--- config.mk ---
export PLATFORM = sky130hd
export DESIGN_NAME = instr_encoder
export DESIGN_NICKNAME = d
export VERILOG_FILES = /design/src/rtl/instr_encoder.sv
export SDC_FILE = /design/constraint.sdc
export NUM_CORES = 1
export LEC_CHECK = 0
export CAP_MARGIN = 5
export CORE_ASPECT_RATIO = 0.9
export CORE_MARGIN = 2
export CORE_UTILIZATION = 30
export DETAILED_ROUTE_END_ITERATION = 8
export PLACE_DENSITY = 0.58
export SYNTH_ARGS = -nofsm -noshare
export SYNTH_HDL_FRONTEND = slang
export SYNTH_SLANG_ARGS = --single-unit
--- constraint.sdc ---
create_clock -name clk -period 12.06 [get_ports clk]
set_clock_uncertainty 0.05 [all_clocks]
set_input_delay 1.809 -clock clk [delete_from_list [all_inputs] [get_ports clk]]
set_output_delay 1.809 -clock clk [all_outputs]
set_load 0.1 [all_outputs]
--- src/rtl/instr_encoder.sv ---
// instr_encoder: takes decoded MIPS instruction fields over a valid/ready
// handshake, encodes each one into a 32-bit machine word, buffers the words in
// a small FIFO and writes them to instruction memory at consecutive word
// addresses. It is used to fill IM before the CPU is released.
//
// Optional feature macro: ENC_DELAY_SLOT_EN. When it is defined, every accepted
// jr/beq/j/jal is followed by a nop (32'h0) in the FIFO, filling the delay slot.
//
// Handshakes: a transfer happens on a rising clk edge where valid and ready are
// both high (in_valid/in_ready for fields, im_we/im_ready for IM writes). Ready
// never depends on valid, and valid holds its payload stable until the transfer.
module instr_encoder #(
  parameter int          DEPTH     = 4,
  parameter int          ADDR_W    = 10,
  parameter int unsigned BASE_ADDR = 0
) (
  input  logic              clk,
  input  logic              reset,
  input  logic              start,
  input  logic              finish,
  input  logic              in_valid,
  output logic              in_ready,
  input  logic [3:0]        in_sel,
  input  logic [4:0]        in_rs,
  input  logic [4:0]        in_rt,
  input  logic [4:0]        in_rd,
  input  logic [15:0]       in_imm,
  input  logic [25:0]       in_target,
  output logic              im_we,
  input  logic              im_ready,
  output logic [ADDR_W-1:0] im_addr,
  output logic [31:0]       im_wdata,
  output logic [ADDR_W:0]   count,
  output logic              err,
  output logic              busy,
  output logic              done,
  output logic [1:0]        dbg_state
);

  localparam int IDX_W = $clog2(DEPTH);
  localparam int PTR_W = IDX_W + 1;

  typedef enum logic [1:0] {S_IDLE, S_LOAD, S_DRAIN, S_DONE} state_e;

  state_e              state_q, state_d;
  logic [31:0]         mem_q [DEPTH];
  logic [PTR_W-1:0]    wr_q, wr_d, rd_q, rd_d;
  logic [ADDR_W-1:0]   addr_q, addr_d;
  logic [ADDR_W:0]     count_q, count_d;
  logic                err_q, err_d;

  logic [PTR_W-1:0]    used;
  logic [IDX_W-1:0]    wr_idx, rd_idx;
  logic                empty, full, room;
  logic                sel_ok, accept, push, push_nop, pop;
  logic                session_init, drained;
  logic [31:0]         enc_word;

  assign used   = wr_q - rd_q;
  assign wr_idx = wr_q[IDX_W-1:0];
  assign rd_idx = rd_q[IDX_W-1:0];
  assign empty  = (used == '0);
  assign full   = (used == PTR_W'(DEPTH));

`ifdef ENC_DELAY_SLOT_EN
  logic is_branch;
  // Control transfers get a nop behind them, so two free slots are needed.
  assign is_branch = (in_sel == 4'd2) || (in_sel == 4'd6) ||
                     (in_sel == 4'd8) || (in_sel == 4'd9);
  assign room      = ((PTR_W'(DEPTH) - used) >= PTR_W'(2));
  assign push_nop  = push && is_branch;
`else
  assign room      = !full;
  assign push_nop  = 1'b0;
`endif

  assign in_ready     = (state_q == S_LOAD) && room;
  assign accept       = in_valid && in_ready;
  assign push         = accept && sel_ok;
  assign busy         = (state_q == S_LOAD) || (state_q == S_DRAIN);
  assign im_we        = busy && !empty;
  assign pop          = im_we && im_ready;
  assign session_init = ((state_q == S_IDLE) || (state_q == S_DONE)) && start;
  // The FIFO is empty after this edge: no pushes happen outside LOAD.
  assign drained      = empty || ((used == PTR_W'(1)) && pop);

  assign im_addr   = addr_q;
  assign im_wdata  = empty ? 32'h0 : mem_q[rd_idx];
  assign count     = count_q;
  assign err       = err_q;
  assign done      = (state_q == S_DONE);
  assign dbg_state = state_q;

  // Combinational encoder: field layout per opcode; unused fields are ignored.
  always_comb begin
    sel_ok   = 1'b1;
    enc_word = 32'h0;
    case (in_sel)
      4'd0:    enc_word = {6'h00, in_rs, in_rt, in_rd, 5'd0, 6'h21};
      4'd1:    enc_word = {6'h00, in_rs, in_rt, in_rd, 5'd0, 6'h23};
      4'd2:    enc_word = {6'h00, in_rs, 15'd0, 6'h08};
      4'd3:    enc_word = {6'h0D, in_rs, in_rt, in_imm};
      4'd4:    enc_word = {6'h23, in_rs, in_rt, in_imm};
      4'd5:    enc_word = {6'h2B, in_rs, in_rt, in_imm};
      4'd6:    enc_word = {6'h04, in_rs, in_rt, in_imm};
      4'd7:    enc_word = {6'h0F, 5'd0, in_rt, in_imm};
      4'd8:    enc_word = {6'h02, in_target};
      4'd9:    enc_word = {6'h03, in_target};
      default: sel_ok   = 1'b0;
    endcase
  end

  // Session FSM next state: start opens a session, finish drains it.
  always_comb begin
    state_d = state_q;
    case (state_q)
      S_IDLE:  if (start) state_d = S_LOAD;
      S_LOAD:  if (finish) state_d = S_DRAIN;
      S_DRAIN: if (drained) state_d = S_DONE;
      S_DONE:  if (start) state_d = S_LOAD;
      default: state_d = S_IDLE;
    endcase
  end

  // Pointer, address, counter and sticky-error updates.
  always_comb begin
    wr_d    = wr_q + PTR_W'(push) + PTR_W'(push_nop);
    rd_d    = rd_q + PTR_W'(pop);
    addr_d  = addr_q;
    count_d = count_q;
    err_d   = err_q;
    if (session_init) begin
      addr_d  = ADDR_W'(BASE_ADDR);
      count_d = '0;
      err_d   = 1'b0;
    end else begin
      if (pop) begin
        addr_d  = addr_q + ADDR_W'(1);
        count_d = count_q + (ADDR_W+1)'(1);
        if (addr_q == '1) err_d = 1'b1;
      end
      if (accept && !sel_ok) err_d = 1'b1;
    end
  end

  // State and control registers; reset discards any buffered words.
  always_ff @(posedge clk or posedge reset) begin
    if (reset) begin
      state_q <= S_IDLE;
      wr_q    <= '0;
      rd_q    <= '0;
      addr_q  <= ADDR_W'(BASE_ADDR);
      count_q <= '0;
      err_q   <= 1'b0;
    end else begin
      state_q <= state_d;
      wr_q    <= wr_d;
      rd_q    <= rd_d;
      addr_q  <= addr_d;
      count_q <= count_d;
      err_q   <= err_d;
    end
  end

  // FIFO storage: encoded word at the tail, plus the delay-slot nop if any.
  always_ff @(posedge clk) begin
    if (push) mem_q[wr_idx] <= enc_word;
    if (push_nop) mem_q[wr_idx + IDX_W'(1)] <= 32'h0;
  end

endmodule
== After elaboration in Yosys (flattened, before gate mapping) ==
Memories as Yosys holds them, arrays and structs flattened.
Cells that the tools add are included.

* Register bits: 30
* RAM bits: 128
* Bits of input ports: 67
* Output and inout port bits: 60
* Word-level logic and storage cells: 71
* Memories kept: 1

* $add $sub $neg: 5
* Eq/ne operators: 18
* Multiplexer cells: 17
* Reduce and logical (&&, ||, !) cells: 24

{| class="wikitable"
|+ Memories
! memory !! words !! width !! read ports !! clocked after Yosys merged registers in !! wr ports !! line !! source
|-
| mem_q || 4 || 32 || 1 || 0 || 1 || 46 || <nowiki>logic [31:0] mem_q [DEPTH];</nowiki>
|}

{| class="wikitable"
|+ Operator list
! kind !! count
|-
| 32-bit one-hot mux with 10 select lines || 1
|-
| 32-bit two-way mux || 1
|-
| 11-bit two-way mux || 2
|-
| 10-bit two-way mux || 2
|-
| 4-bit by 3-bit equality test with 1-bit output, second input constant || 4
|-
| 11-bit by 1-bit adder with 11-bit output, second input constant || 1
|-
| 10-bit by 1-bit adder with 10-bit output, second input constant || 1
|-
| 10-bit equality test, second input constant || 1
|-
| 10-bit OR reduction || 1
|-
| 4-bit by 2-bit equality test with 1-bit output, second input constant || 2
|-
| 4-bit equality test, second input constant || 2
|-
| 1-bit logical AND || 8
|-
| 1-bit two-way mux || 7
|-
| 3-bit by 1-bit adder with 3-bit output || 2
|-
| 2-bit two-way mux || 3
|-
| 2-bit one-hot mux with 3 select lines || 1
|-
| 3-bit nonzero test || 2
|-
| 2-bit equality test, second input constant || 2
|-
| 4-bit by 1-bit equality test with 1-bit output, second input constant || 1
|-
| 4-bit logical NOT || 1
|-
| 2-bit != test, second input constant || 2
|-
| 3-bit by 1-bit equality test with 1-bit output, second input constant || 1
|-
| 3-bit equality test, second input constant || 1
|-
| 1-bit logical NOT || 3
|-
| other kinds (10) || 12
|}

== Longest topological paths before layout ==
Gate-level depths: netlist of run 1.

* Word-level depth: 9
* Gate-level depth with buffers: 11
* Mapped depth without buffers: 10

== Worst setup path before layout of run 1 ==
OpenSTA, ideal clock, no wires.

* Kind: register to register
* Start: register wr_q[0]
* End: memory mem_q[1][0], enable pin
* Library setup time: 0.458 ns
* Arrival time: 6.345 ns
* Data required time: 11.552 ns
* Path slack: 5.207 ns
* Cell stages (with the launch flop): 9
* Buffers on the path: 1
* Period minus slack after synthesis: 6.853 ns
* Cells stage by stage: dfrtp_1 -> inv_1 -> ha_1 -> fa_1 -> and2_1 -> bufbuf_8 -> a21boi_0 -> nand3_1 -> nor3_1

* Word-level cells in the longest chain between the ends: 8

{| class="wikitable"
|+ Ends and longest elaborated chain
! element !! line !! source
|-
| from (decl) || 47 || <nowiki>logic [PTR_W-1:0] wr_q, wr_d, rd_q, rd_d;</nowiki>
|-
| from (signal assigned) || 157 || <nowiki>wr_q <= wr_d;</nowiki>
|-
| 3-bit subtractor || 59 || <nowiki>assign used = wr_q - rd_q;</nowiki>
|-
| 3-bit equality test || 63 || <nowiki>assign full = (used == PTR_W'(DEPTH));</nowiki>
|-
| 1-bit logical NOT || 73 || <nowiki>assign room = !full;</nowiki>
|-
| 1-bit logical AND || 77 || <nowiki>assign in_ready = (state_q == S_LOAD) && room;</nowiki>
|-
| net in_ready || 22 || <nowiki>output logic in_ready,</nowiki>
|-
| 1-bit logical AND || 78 || <nowiki>assign accept = in_valid && in_ready;</nowiki>
|-
| 1-bit logical AND || 79 || <nowiki>assign push = accept && sel_ok;</nowiki>
|-
| 1-bit two-way mux || 167 || <nowiki>if (push) mem_q[wr_idx] <= enc_word;</nowiki>
|-
| 1-bit two-way mux (not written as such) || 167 ||
|-
| to (decl) || 46 ||
|}

The timed path passes the listed nets, and every way through them passes these cells.

== Worst setup path after layout of run 1 ==
* Start: register wr_q[0]
* End: output im_wdata[1]

* Word-level cells in the longest chain between the ends: 3

{| class="wikitable"
|+ Ends and longest elaborated chain
! element !! line !! source
|-
| 3-bit subtractor || 59 ||
|-
| 3-bit logical NOT || 62 || <nowiki>assign empty = (used == '0);</nowiki>
|-
| 32-bit two-way mux || 88 || <nowiki>assign im_wdata = empty ? 32'h0 : mem_q[rd_idx];</nowiki>
|-
| to (decl) || 32 || <nowiki>output logic [31:0] im_wdata,</nowiki>
|}

No other way between the ends.

==> results.ini, run 1 <==
[floorplanning]
dieArea_um2 = 24400
io_pins = 127
core_area_um2 = 22600
die-width_um = 165
initial_utilization_pct = 30.7
rows = 52
die_y_um = 149

[layout]
diodes = 0
multi_input_area_um2 = 2340
register_area_um2 = 4480
area_delta_synth_final_pct = 30.3
drive_gt1_share_pct = 13.2
fin_nets = 679
fill_cells = 2090

[timing]
rsz0062_at_grt = no
whs_ns = 0.465
setup_tns_ns = 0
period_needed_ns = 6.00
relSlewSlack_pct = 13.6
setup_viol = 0
period_share_pct = 49.8
hold_violations = 0
slew_viol_final = 0
fmax_mhz = 167
tightest_slew_ns = 1.29

[synth]
ys_warn_count = 0
synth_edf_count = 124
synth_cell_types = 53
syn_area_um2 = 6960
synth-seq-area-share_pct = 64.3
ys_seq_elements = 154
synth_area_per_cell_um2 = 14.7
syn_inst = 475
synthFlopType = edfxtp_1
syn_nets = 553
async_flop_share_pct = 19.5

[place]
globalplace.congestion = 0.798
portBuffers = 125
detailed_place_hpwl_um = 11100

[clock_network]
ctsResizeCount = 0
clock_path_buffers = 2
cts_buffers = 17
cts_sinks = 154
post_cts_buffers = 0
clkSlewWorstSetupHoldPaths_ns = 0.06
ctsHoldBuffers = 0
worstSkewPairLatency_ns = 0.42
htreeDepth = 4
root_buffer = clkbuf_16
tritoncts = done

[setup_path]
r2r-start = wr_q[0]
crit_fanout = 19
worstPathRequired_ns = 10.20
path_class = flip-flop to primary output
crit_family = buffers and inverters
crit_chain = inv_1 -> ha_1 -> fa_1 -> and2_1 -> nand2_1 -> buf_4 -> and2_1 -> clkdlybuf4s50_1
crit_start = wr_q[0]
cp_common_cell = and2_1
end_kind = primary output
slowest_stage = clkdlybuf4s50_1
arrival_ns = 4.14
startpoint_type = flip-flop
crit_buf_inv = 3
rrSetupSlack_ns = 8.06
crit_path_max_incr_delay_ns = 1.14

[run_status]
status = complete, no violations

[routing]
drc_errors = 0
finalWirelength_um = 16500
drtAntennaViolNets = 0
avgViaCountPerCell = 4.86
drt-initial-drc-count = 329
wire_per_inst_um = 18.2
num_vias = 4423
dr.pass1.iters = 5

[grt]
grt.total_usage_pct = 13.9
grt_pass1_vias = 4593
overflow = 0
grt_max_degree = 41
grt_first_pass_wirelength_um = 25400
antenna_found_initial = 1

[job]
cap_viol_max_count = 0

[worst_hold_path]
min_path_type = flip-flop to flip-flop
min-delay-start = im_addr[7]

-- final timing paths --
kind                           endpoint  cells past startpoint
max                         im_wdata[1]                      8
max in group asynchronous       rd_q[0]                      3
min in group asynchronous      count[5]                      3
min reg2reg                  im_addr[7]                      1
max reg2reg                mem_q[3][20]                      9
min                          im_addr[7]                      1
-- routing by layer --
metal,wire length (um),GRT usage (%)
met4,124,3.74
met5,13,0
met3,1020,3.68
met2,7950,22.2
met1,7440,18.9
-- sequential cells by signal (all words and copies together), names as in the netlist --
name / flops
rd_q: 3
err: 1
mem_q: 124
dbg_state: 2
wr_q: 3
im_addr: 10
count: 11
-- synthesized netlist by cell type, types with 6 or more instances --
master	n	area (um^2)
and2_1	36	225
nor2_1	25	93.8
clkbuf_1	15	56.3
nand3_1	8	40.0
o211ai_1	6	45.0
o21ai_0	21	105
o31ai_1	8	60.1
ha_1	10	125
mux4_2	31	698
a22oi_1	7	52.6
nor2b_1	16	100
nand2_1	34	128
edfxtp_1	124	3720
inv_1	14	52.6
mux2i_1	8	80.1
dfrtp_1	30	751
a21oi_1	22	110
-- worst reg2reg max path, stage by stage (launching register included) --
cell	delay, ns
dfrtp_1	0.44
inv_1	0.14
ha_1	0.24
fa_1	0.49
and2_1	0.31
a21boi_0	0.51
nand3_1	0.26
inv_1	0.15
nand2_1	0.16
nor2_4	0.84
-- cell type report --
cell class / count / area share [%]
timing repair buffer: 131 / 14.2
multi-input combinational: 283 / 25.8
clock buffer: 17 / 4.69
sequential: 154 / 49.3
inverter: 14 / 0.579
tap: 297 / 4.10
clock inverter: 15 / 1.27
-- cell usage in the layout, fill, tap and decap left out, types with 2 or more instances in the layout --
| master | netlist | layout |
|---|---|---|
| clkbuf_16 | 0 | 17 |
| mux4_2 | 31 | 31 |
| inv_1 | 14 | 14 |
| o21ai_0 | 21 | 21 |
| nor2_1 | 25 | 23 |
| clkinv_1 | 0 | 2 |
| ha_1 | 10 | 10 |
| a21oi_1 | 22 | 22 |
| clkdlybuf4s50_1 | 0 | 124 |
| a22oi_1 | 7 | 7 |
| o31ai_1 | 8 | 8 |
| nand3_1 | 8 | 8 |
| or4_1 | 3 | 3 |
| a31oi_1 | 2 | 2 |
| buf_4 | 2 | 6 |
| nand4_1 | 4 | 4 |
| o32ai_1 | 2 | 2 |
| a211oi_1 | 3 | 3 |
| edfxtp_1 | 124 | 124 |
| inv_6 | 0 | 7 |
| nor2_4 | 0 | 2 |
| nand4b_1 | 3 | 3 |
| xor2_1 | 4 | 4 |
| and2_1 | 36 | 36 |
| clkinvlp_4 | 0 | 2 |
| nor3_2 | 0 | 2 |
| dfrtp_1 | 30 | 29 |
| a211oi_2 | 2 | 2 |
| o211ai_1 | 6 | 6 |
| xnor2_1 | 4 | 4 |
| mux2i_1 | 8 | 8 |
| clkinv_4 | 0 | 3 |
| nor2b_1 | 16 | 16 |
| nand2_1 | 34 | 34 |
-- cells by family after synthesis --
kind of cell    after synthesis  synth area share, %
other cells                   1               0.0539
flops                       154                 64.3
mux                          39                 11.2
fa+ha+maj                    11                 2.08
simple gates                138                 10.3
buf+inv                      38                 2.44
compound gates               84                 8.00
xor+xnor                     10                 1.69
-- stage by stage --
stage / std cells / worst slack [ns] / instance area (um^2) / util, %
2_1_floorplan: 475 / 5.21 / 6960 / -
3_3_place_gp: 879 / 6.53 / 8530 / 37.7
3_5_place_dp: 879 / 6.43 / 8530 / 37.7
4_1_cts: 911 / 5.97 / 9070 / 40.1
5_1_grt: 911 / 5.83 / 9070 / 40.1
6_report: 911 / 6.06 / 9070 / 40.1
Power of run 1 is left out: the tool's default activity adds up to more than one toggle a clock period on the data nets, which glitch-free logic cannot reach.
==> run 2, diff against run 1 <==
clock period = 6.05 ns   (was 12.06 ns; I/O delays follow)
==> results.ini, run 2 (synthesized netlist as in run 1, its figures left out) <==
[clock_network]
tritoncts = done
ctsResizeCount = 0  ; unchanged
htreeDepth = 4  ; unchanged
cts_buffers = 17  ; unchanged
clkSlewWorstSetupHoldPaths_ns = 0.07  ; about the same
cts_sinks = 154  ; unchanged
clock_path_buffers = 2  ; unchanged
ctsHoldBuffers = 0  ; unchanged
post_cts_buffers = 0  ; unchanged
worstSkewPairLatency_ns = 0.42  ; about the same
root_buffer = clkbuf_16

[timing]
slew_viol_final = 0  ; unchanged
relSlewSlack_pct = 28.8  ; +15 points
rsz0062_at_grt = no
setup_viol = 0  ; unchanged
fmax_mhz = 222
tightest_slew_ns = 1.06  ; -0.228 ns
setup_tns_ns = 0  ; unchanged
period_needed_ns = 4.50
period_share_pct = 74.3
hold_violations = 0  ; unchanged

[grt]
grt.total_usage_pct = 14.0  ; +0.10 points
antenna_found_initial = 1  ; unchanged
grt_first_pass_wirelength_um = 25700  ; +1.1%
grt_max_degree = 40  ; -2.4%
overflow = 0  ; unchanged
grt_pass1_vias = 4580  ; -0.28%

[setup_path]
worstPathRequired_ns = 5.09  ; -5.11 ns
crit_fanout = 33  ; +14
startpoint_type = flip-flop
slowest_stage = clkdlybuf4s50_1
crit_chain = buf_4 -> fa_1 -> and2_1 -> a21boi_1 -> clkdlybuf4s50_1
end_kind = primary output
path_class = flip-flop to primary output
arrival_ns = 3.54  ; -0.60 ns
crit_path_max_incr_delay_ns = 1.20  ; +0.06 ns

[floorplanning]
die-width_um = 165  ; unchanged
rows = 52  ; unchanged
io_pins = 127  ; unchanged
dieArea_um2 = 24400  ; unchanged
core_area_um2 = 22600  ; unchanged
initial_utilization_pct = 30.7  ; unchanged
die_y_um = 149  ; unchanged

[routing]
drt-initial-drc-count = 272  ; -17%
dr.pass1.iters = 7  ; +2
avgViaCountPerCell = 4.87  ; +0.27%
num_vias = 4440  ; +0.38%
drtAntennaViolNets = 0  ; unchanged
finalWirelength_um = 16500  ; -0.27%
wire_per_inst_um = 18.1  ; -0.38%
drc_errors = 0  ; unchanged

[layout]
final_cell_mix = edfxtp_1, clkdlybuf4s50_1, buf_4
fill_cells = 2116  ; +1.2%
final_common_cell = edfxtp_1
final_cells = 912  ; +0.11%
regMostFlops = mem_q
diodes = 0  ; unchanged
area_delta_synth_final_pct = 30.6
drive_gt1_share_pct = 18.4  ; +5.2 points
largest_register_ffs = 124  ; unchanged
fin_nets = 680  ; +0.15%

[worst_hold_path]
min_path_type = flip-flop to flip-flop

[job]
cap_viol_max_count = 0  ; unchanged

[place]
placedCellCount = 879  ; unchanged
globalplace.congestion = 0.789  ; -1.0%
portBuffers = 125  ; unchanged
detailed_place_hpwl_um = 11200  ; +0.80%

[run_status]
status = complete, no violations

==> run 2: cell count changes in the layout (fill, tap and decap cells not counted), sizes merged <==
cell and delta:
inv +1, clkinv -2, clkdlybuf4s50 -30, clkinvlp -2, clkbuf +1, bufinv +2, buf +31
==> run 2: worst max-delay path, delay by kind of cell, from the launching register on <==
kind                     cells  cell delay (ns)
adder cells (fa/ha/maj)      1             0.55
buffers and inverters        2             1.63
AO/OA/AOI/OAI                1             0.30
AND/OR/NAND/NOR              1             0.31
flip-flops                   1             0.33
==> run 2: final cells by class <==
cell class | instances | area (um^2) | area share (%)
Sequential cell | 154 | 4480 | 49.2
Multi-Input combinational cell | 283 | 2340 | 25.8
Inverter | 14 | 52.6 | 0.578
Timing Repair Buffer | 132 | 1250 | 13.7
Clock buffer | 18 | 429 | 4.72
Tap cell | 297 | 372 | 4.09
Clock inverter | 14 | 178 | 1.95
==> run 2: through the flow <==
stage | setup slack [ns] | hold WS (ns) | area, um^2 | utilization (%)
after floorplan | 0.0795 | 0.416 | 6960 | -
after global placement | 1.96 | 0.434 | 8460 | 37.4
after detailed placement | 1.94 | 0.444 | 8460 | 37.4
after CTS | 1.48 | 0.449 | 9070 | 40.0
after global routing | 1.41 | 0.488 | 9090 | 40.2
final | 1.55 | 0.447 | 9090 | 40.2
==> run 2: metal layers <==
metal / vias up / part of all wire (%) / GRT usage [%]
met5: - / 0.079 / 0
met2: 153 / 47 / 22.6
li1: 2069 / - / -
met1: 2196 / 45 / 19.2
met3: 20 / 6.9 / 2.93
met4: 2 / 1.1 / 3.96
==> run 2: path summary, 6_finish.rpt <==
| check | start | endpoint | slack, ns | cells after the start |
|---|---|---|---|---|
| setup / recovery | rd_q[1] | in_ready | 1.55 | 5 |
| hold / removal | im_addr[7] | im_addr[7] | 0.45 | 1 |
| setup reg to reg | rd_q[1] | mem_q[2][28] | 2.39 | 8 |
| hold reg to reg | im_addr[7] | im_addr[7] | 0.45 | 1 |
| max in group asynchronous | reset | im_addr[6] | 4.75 | 3 |
| min in group asynchronous | reset | rd_q[2] | 0.74 | 2 |
Power of run 2 is left out for the same reason.
==> run 3, diff against run 2 <==
clock period = 4.51 ns   (was 6.05 ns; I/O delays follow)
==> results.ini, run 3 (synthesized netlist as in run 1, its figures left out) <==
[routing]
num_vias = 4483  ; +0.97%
dr.pass1.iters = 5  ; -2
wire_per_inst_um = 18.1  ; about the same
finalWirelength_um = 16600  ; +0.52%
drt-initial-drc-count = 339  ; +25%
avgViaCountPerCell = 4.89  ; +0.53%
drtAntennaViolNets = 0  ; unchanged
drc_errors = 0  ; unchanged

[grt]
grt_first_pass_wirelength_um = 25800  ; +0.46%
grt.total_usage_pct = 14.1  ; +0.092 points
grt_max_degree = 33  ; -18%
antenna_found_initial = 0  ; -1
overflow = 0  ; unchanged
grt_pass1_vias = 4664  ; +1.8%

[timing]
setup_viol = 0  ; unchanged
tightest_slew_ns = 1.10  ; +0.0340 ns
hold_violations = 0  ; unchanged
period_needed_ns = 3.95
rsz0062_at_grt = no
relSlewSlack_pct = 26.6  ; -2.3 points
fmax_mhz = 253
slew_viol_final = 0  ; unchanged
period_share_pct = 87.6

[job]
cap_viol_max_count = 0  ; unchanged

[layout]
final_cell_mix = edfxtp_1, clkdlybuf4s50_1, and2_1
drive_gt1_share_pct = 19.4  ; +1.0 points
area_delta_synth_final_pct = 35.9
diodes = 0  ; unchanged
fin_nets = 684  ; +0.59%
final_cells = 916  ; +0.44%
regMostFlops = mem_q
largest_register_ffs = 124  ; unchanged
final_common_cell = edfxtp_1

[clock_network]
post_cts_buffers = 0  ; unchanged
cts_sinks = 154  ; unchanged
clock_path_buffers = 2  ; unchanged
cts_buffers = 17  ; unchanged
ctsResizeCount = 0  ; unchanged
root_buffer = clkbuf_16
ctsHoldBuffers = 0  ; unchanged
worstSkewPairLatency_ns = 0.41  ; about the same
tritoncts = done
htreeDepth = 4  ; unchanged
clkSlewWorstSetupHoldPaths_ns = 0.06  ; about the same

[place]
portBuffers = 125  ; unchanged
detailed_place_hpwl_um = 11200  ; +0.31%
globalplace.congestion = 0.811  ; +2.7%
placedCellCount = 884  ; +0.57%

[floorplanning]
core_area_um2 = 22600  ; unchanged
die_y_um = 149  ; unchanged
die-width_um = 165  ; unchanged
dieArea_um2 = 24400  ; unchanged
io_pins = 127  ; unchanged
initial_utilization_pct = 30.7  ; unchanged
rows = 52  ; unchanged

[setup_path]
arrival_ns = 3.23  ; -0.31 ns
path_class = flip-flop to primary output
crit_fanout = 27  ; -18%
startpoint_type = flip-flop
reg2reg_depth = 10  ; +2
end_kind = primary output
worstPathRequired_ns = 3.78  ; -1.31 ns

[worst_hold_path]
min_path_type = flip-flop to flip-flop
hold_depth = 1  ; unchanged

[run_status]
status = complete, no violations

-- run 3: final timing paths --
check / to / slack [ns] / start
hold reg to reg: im_addr[7] / 0.45 / im_addr[7]
max in group asynchronous: rd_q[1] / 3.51 / reset
setup reg to reg: mem_q[3][9] / 0.95 / wr_q[0]
min in group asynchronous: count[6] / 0.59 / reset
setup / recovery: im_wdata[1] / 0.56 / wr_q[0]
hold / removal: im_addr[7] / 0.45 / im_addr[7]
-- run 3: per-stage QoR --
stage	TNS (ns)	util [%]	worst slack [ns]	cell area (um^2)	hold WS (ns)
final	0	41.8	0.557	9460	0.449
after global routing	0	41.8	0.290	9460	0.490
after CTS	0	41.8	0.509	9460	0.457
after detailed placement	0	39.3	0.980	8900	0.449
after global placement	0	39.3	1.11	8900	0.432
after floorplan	-14.72	-	-0.237	6980	0.416
-- run 3: worst max-delay path, stage by stage (launching register included) --
cell and delay, ns:
dfrtp_1 0.49, inv_1 0.18, ha_1 0.25, fa_1 0.54
and2_1 0.40, nand2_1 0.26, buf_4 0.30, and2_1 0.21
buf_12 0.17
-- run 3: layout make-up --
type	count	area, um^2
Fill cell	2090	13200
Sequential cell	154	4480
Multi-Input combinational cell	283	2360
Timing Repair Buffer	136	1640
Clock buffer	18	429
Tap cell	297	372
Clock inverter	14	136
Inverter	14	52.6
-- run 3: per-layer routing --
layer	vias to the layer above	global-route usage [%]	share of wire [%]
met2	147	22.0	47
met1	2248	19.4	45
met4	0	3.57	0.92
met3	12	4.21	7.1
met5	-	0	0
li1	2076	-	-
Power of run 3 is left out for the same reason.
